<file path="src/rtl/cdb_arbiter.sv">
// Common data bus: round-robin arbitration of N_SRC result ports onto N_BUS
// registered broadcast buses, with same-cycle grant, flush and source IDs.
module cdb_arbiter #(
    parameter  int DATA_W = 64,
    parameter  int N_SRC  = 4,
    parameter  int N_BUS  = 2,
    localparam int SRC_W  = (N_SRC > 1) ? $clog2(N_SRC) : 1
) (
    input  logic                    clk,
    input  logic                    rst_n,
    input  logic [N_SRC-1:0]        src_req,
    input  logic [N_SRC*DATA_W-1:0] src_data,
    output logic [N_SRC-1:0]        src_gnt,
    input  logic                    flush,
    output logic [N_BUS-1:0]        bus_valid,
    output logic [N_BUS*DATA_W-1:0] bus_data,
    output logic [N_BUS*SRC_W-1:0]  bus_src,
    output logic [SRC_W-1:0]        dbg_rr_ptr
);

    logic [SRC_W-1:0]  r_rr_ptr;
    logic [N_BUS-1:0]  r_bus_valid;
    logic [DATA_W-1:0] r_bus_data [N_BUS];
    logic [SRC_W-1:0]  r_bus_src  [N_BUS];

    logic [DATA_W-1:0] w_src_word [N_SRC];
    logic [N_BUS-1:0]  w_win_vld;
    logic [SRC_W-1:0]  w_win_idx  [N_BUS];
    logic [N_SRC-1:0]  w_win_mask;
    logic [SRC_W-1:0]  w_last;
    logic              w_any;
    logic [SRC_W-1:0]  w_ptr_nxt;

    genvar g;
    generate
        for (g = 0; g < N_SRC; g++) begin : g_unpack
            assign w_src_word[g] = src_data[g*DATA_W +: DATA_W];
        end
    endgenerate

    // Scan from the round-robin pointer; the k-th requester found takes bus k.
    always_comb begin
        logic [SRC_W:0]   sum;
        logic [SRC_W-1:0] idx;
        int               cnt;
        w_win_vld  = '0;
        w_win_mask = '0;
        w_last     = '0;
        w_any      = 1'b0;
        sum        = '0;
        idx        = '0;
        cnt        = 0;
        for (int b = 0; b < N_BUS; b++) begin
            w_win_idx[b] = '0;
        end
        for (int k = 0; k < N_SRC; k++) begin
            sum = {1'b0, r_rr_ptr} + (SRC_W+1)'(k);
            if (sum >= (SRC_W+1)'(N_SRC)) begin
                sum = sum - (SRC_W+1)'(N_SRC);
            end
            idx = sum[SRC_W-1:0];
            if (src_req[idx] && (cnt < N_BUS)) begin
                for (int b = 0; b < N_BUS; b++) begin
                    if (cnt == b) begin
                        w_win_vld[b] = 1'b1;
                        w_win_idx[b] = idx;
                    end
                end
                w_win_mask[idx] = 1'b1;
                w_last          = idx;
                w_any           = 1'b1;
                cnt             = cnt + 1;
            end
        end
    end

    assign w_ptr_nxt = (w_last == SRC_W'(N_SRC - 1)) ? '0 : w_last + SRC_W'(1);

    // Grants are suppressed during flush and while reset is asserted.
    assign src_gnt = (rst_n && !flush) ? w_win_mask : '0;

    always_ff @(posedge clk or negedge rst_n) begin
        if (!rst_n) begin
            r_rr_ptr    <= '0;
            r_bus_valid <= '0;
            for (int b = 0; b < N_BUS; b++) begin
                r_bus_data[b] <= '0;
                r_bus_src[b]  <= '0;
            end
        end else if (flush) begin
            r_bus_valid <= '0;
        end else begin
            for (int b = 0; b < N_BUS; b++) begin
                r_bus_valid[b] <= w_win_vld[b];
                if (w_win_vld[b]) begin
                    r_bus_data[b] <= w_src_word[w_win_idx[b]];
                    r_bus_src[b]  <= w_win_idx[b];
                end
            end
            if (w_any) begin
                r_rr_ptr <= w_ptr_nxt;
            end
        end
    end

    assign bus_valid  = r_bus_valid;
    assign dbg_rr_ptr = r_rr_ptr;

    generate
        for (g = 0; g < N_BUS; g++) begin : g_pack
            assign bus_data[g*DATA_W +: DATA_W] = r_bus_data[g];
            assign bus_src[g*SRC_W +: SRC_W]    = r_bus_src[g];
        end
    endgenerate

endmodule

</file>
<file path="config.mk">
export PLATFORM = sky130hd
export DESIGN_NAME = cdb_arbiter
export DESIGN_NICKNAME = d
export VERILOG_FILES = /design/src/rtl/cdb_arbiter.sv
export SDC_FILE = /design/constraint.sdc
export NUM_CORES = 1
export LEC_CHECK = 0
export BUFFER_PORTS_ARGS = -buffer_cell sky130_fd_sc_hd__buf_2
export CORE_AREA = 5 5 156 158
export DETAILED_ROUTE_END_ITERATION = 12
export DIE_AREA = 0 0 161 163
export GPL_TIMING_DRIVEN = 1
export MAX_ROUTING_LAYER = met4
export PLACE_DENSITY_LB_ADDON = 0.2
export SLEW_MARGIN = 30
export SYNTH_ARGS = -nofsm -noshare
export SYNTH_HDL_FRONTEND = slang
export SYNTH_SLANG_ARGS = --single-unit
</file>
<file path="constraint.sdc">
create_clock -name clk -period 11.2 [get_ports clk]
set_input_delay 1.68 -clock clk [delete_from_list [all_inputs] [get_ports clk]]
set_output_delay 1.68 -clock clk [all_outputs]
set_load 0.01 [all_outputs]
</file>
==> reports/metrics.cfg <==
[outcome]
outcome=finished clean

[timing]
worst_pin_slew_ns=0.898
timing.final.hold_violations=0
slew_headroom_pct=40.1
fmax_mhz=140
rsz0062_at_grt=false
fin_crit_ns=7.13
clock_skew_ns=0.00827
finalCritPeriodShare_pct=63.7
fin_tns_setup_ns=0
drv_slew=0
setup_viol=0

[drt]
drtIter0Drc=569
wl_microns=33600
avgViaCountPerCell=5.71
drc=0
antenna_left=0
highest_layer=met4
drt-met1-wl_microns=13500
firstDrtPassIters=5
routedWlPerCell_microns=22.2
wl_met3_microns=2620
wl_met2_microns=16700
vias=8632

[cells_and_area]
nFillCells=2203
final_common_cell=buf_2
drive_gt1_share_pct=39.6
area_growth_pct=29.6
nNetsFinal=1478
final_cell_mix=401 x buf_2, 261 x mux2i_1, 136 x dfrtp_1

[floorplanning]
die_area_sq_um=26200
die_w_microns=161
ios=403
core-area_sq_um=23000
die_h_microns=163
rows=56
start_util_pct=39.7

[clocking]
clk_pin_slew_ns=0.06
cts_max_path_buffers=2
cts_buffers=17
cts_root_buffer=clkbuf_16
cts_tree=yes
postCtsHoldBufs=0
htree_levels=4
cts_repair_resize_count=0
cts_setup_buffers=0
clock_sinks=136
clk_latency_ns=0.42

[synth]
synthCells=842
yosys.area.top_type_share_pct=37.3
synth_area_sq_um=9120
async_reset_ff_share_pct=100
synth-edff-count=0
yosys-top-cells-area=dfrtp_1 37%, mux2i_1 29%, o221ai_1 6.2%, a221oi_1 4.8%, nand2_1 3.1%
yosysWarnings=0
yosysSeqAreaShare_pct=37.3
synth.distinct_cells=49
syn_nets=1118
ys.flop_type=dfrtp_1
synth-seq-cells=136
synth_area_per_cell_sq_um=10.8
yosysTopAreaCell=dfrtp_1

[run]
maxCapViolations=0

[global_route]
grt_pass1_vias=9014
grt_pass1_wl_microns=51000
track_usage_pct=25.4
grt_max_degree=79
antenna_found_initial=5
overflow=0

[critical_path]
crit_path_max_fanout=18
worst-r2r-setup-slack_ns=4.14
critical_path.slowest_cell=dfrtp_1
worstSetupStartpointType=register
path_class=register to output pin
cpLargestDelayFamily=adder cells
critPathArrivalTime_ns=5.45
path_cells=clkinv_1 -> ha_1 -> mux4_2 -> ha_1 -> inv_1 -> and2_1 -> inv_2 -> fa_1 -> and2_1 -> a222oi_1 -> a21oi_1 -> buf_2
worst-path-buf-inv=4
end_kind=output pin
critPathRequiredTime_ns=9.52
cpPeakStageDelay_ns=0.77

[power_and_ir_drop]
total_leakage_power_uw=0.00575
powerDensity_nw_per_um2=454
total_power_uw=5360
ir_drop_mv=0.479

[placed_design]
portBuffers=402
place.gp.congestion=0.886
dp_hpwl_microns=23600

[hold_path]
hold_class=register to register

[cells by family after synthesis]
group                    synth area share (%)
buffers and inverters                    6.34
AO/OA/AOI/OAI                            16.5
flip-flops                               37.3
multiplexers                             30.1
adder cells (fa/ha/maj)                  1.87
AND/OR/NAND/NOR                          7.85
[worst register-to-register path: stages, from the launching register on]
cell	delay [ns]
dfrtp_1	0.77
clkinv_1	0.58
ha_1	0.68
mux4_2	0.70
ha_1	0.28
inv_1	0.17
and2_1	0.40
inv_2	0.12
fa_1	0.52
nor4_2	0.48
mux2_8	0.76
buf_4	0.90
mux2i_1	0.40
o221ai_1	0.14
[flip-flops by register name (all words and copies together), names as in the netlist]
register,flops
bus_data,128
bus_valid,2
bus_src,4
dbg_rr_ptr,2
[through the flow]
stage | std cells | worst slack (ns) | cell area [sq um] | util (%) | hold slack, ns
final | 1511 | 4.07 | 11800 | 51.4 | 0.483
after global routing | 1508 | 3.53 | 11800 | 51.4 | 0.499
after CTS | 1501 | 4.06 | 11700 | 51.1 | 0.486
after detailed placement | 1471 | 4.20 | 11100 | 48.4 | 0.469
after global placement | 1470 | 4.31 | 11100 | 48.2 | 0.460
after floorplan | 842 | 5.09 | 9120 | - | 0.514
[Yosys cell counts, types with 2 or more instances]
library cell and number:
buf_2 6, nand2_1 76, and2_1 2, mux4_2 4, nand4_1 2, o21a_1 2
buf_1 5, clkbuf_1 36, buf_12 6, o221ai_1 65, dfrtp_1 136, a222oi_1 4
nor4_1 2, nor2_1 72, o31ai_1 2, buf_6 19, ha_1 12, inv_2 2
a22oi_1 2, and3_1 2, o21ai_0 5, nand3_1 7, nor3_1 4, mux2_2 4
nand2b_1 4, buf_4 3, a221oi_2 15, a21oi_1 7, mux2i_1 261, inv_1 7
a221oi_1 50
[cell type report]
| type | instances | area (sq um) | area share, % |
|---|---|---|---|
| Sequential cell | 136 | 3400 | 28.8 |
| Antenna cell | 8 | 20.0 | 0.169 |
| Tap cell | 290 | 363 | 3.07 |
| Multi-Input combinational cell | 621 | 5180 | 43.8 |
| Clock inverter | 10 | 169 | 1.43 |
| Clock buffer | 20 | 457 | 3.86 |
| Timing Repair Buffer | 416 | 2190 | 18.5 |
| Inverter | 10 | 37.5 | 0.318 |
[final timing paths]
path / startpoint / to / cells after the start
max in group asynchronous: rst_n / bus_data[43] / 3
worst min-delay path: bus_data[64] / bus_data[64] / 2
worst max register to register: dbg_rr_ptr[0] / bus_data[121] / 13
min in group asynchronous: rst_n / bus_data[2] / 1
worst min register to register: bus_data[64] / bus_data[64] / 2
worst max-delay path: dbg_rr_ptr[0] / src_gnt[1] / 12
[metal layers]
metal / global-route usage (%) / up-vias
li1: - / 3979
met1: 30.1 / 4220
met2: 41.7 / 385
met3: 7.24 / 48
met4: 9.11 / 0
met5: - / -
[where the power goes]
part | leakage (uW) | total [uW] | switching (uW) | internal [uW]
registers | 0.00160 | 918 | 150 | 768
clock network | 0.000307 | 614 | 229 | 385
logic | 0.00384 | 3830 | 2170 | 1660
total | 0.00575 | 5360 | 2550 | 2820
Power figures use the tool's default switching activity.
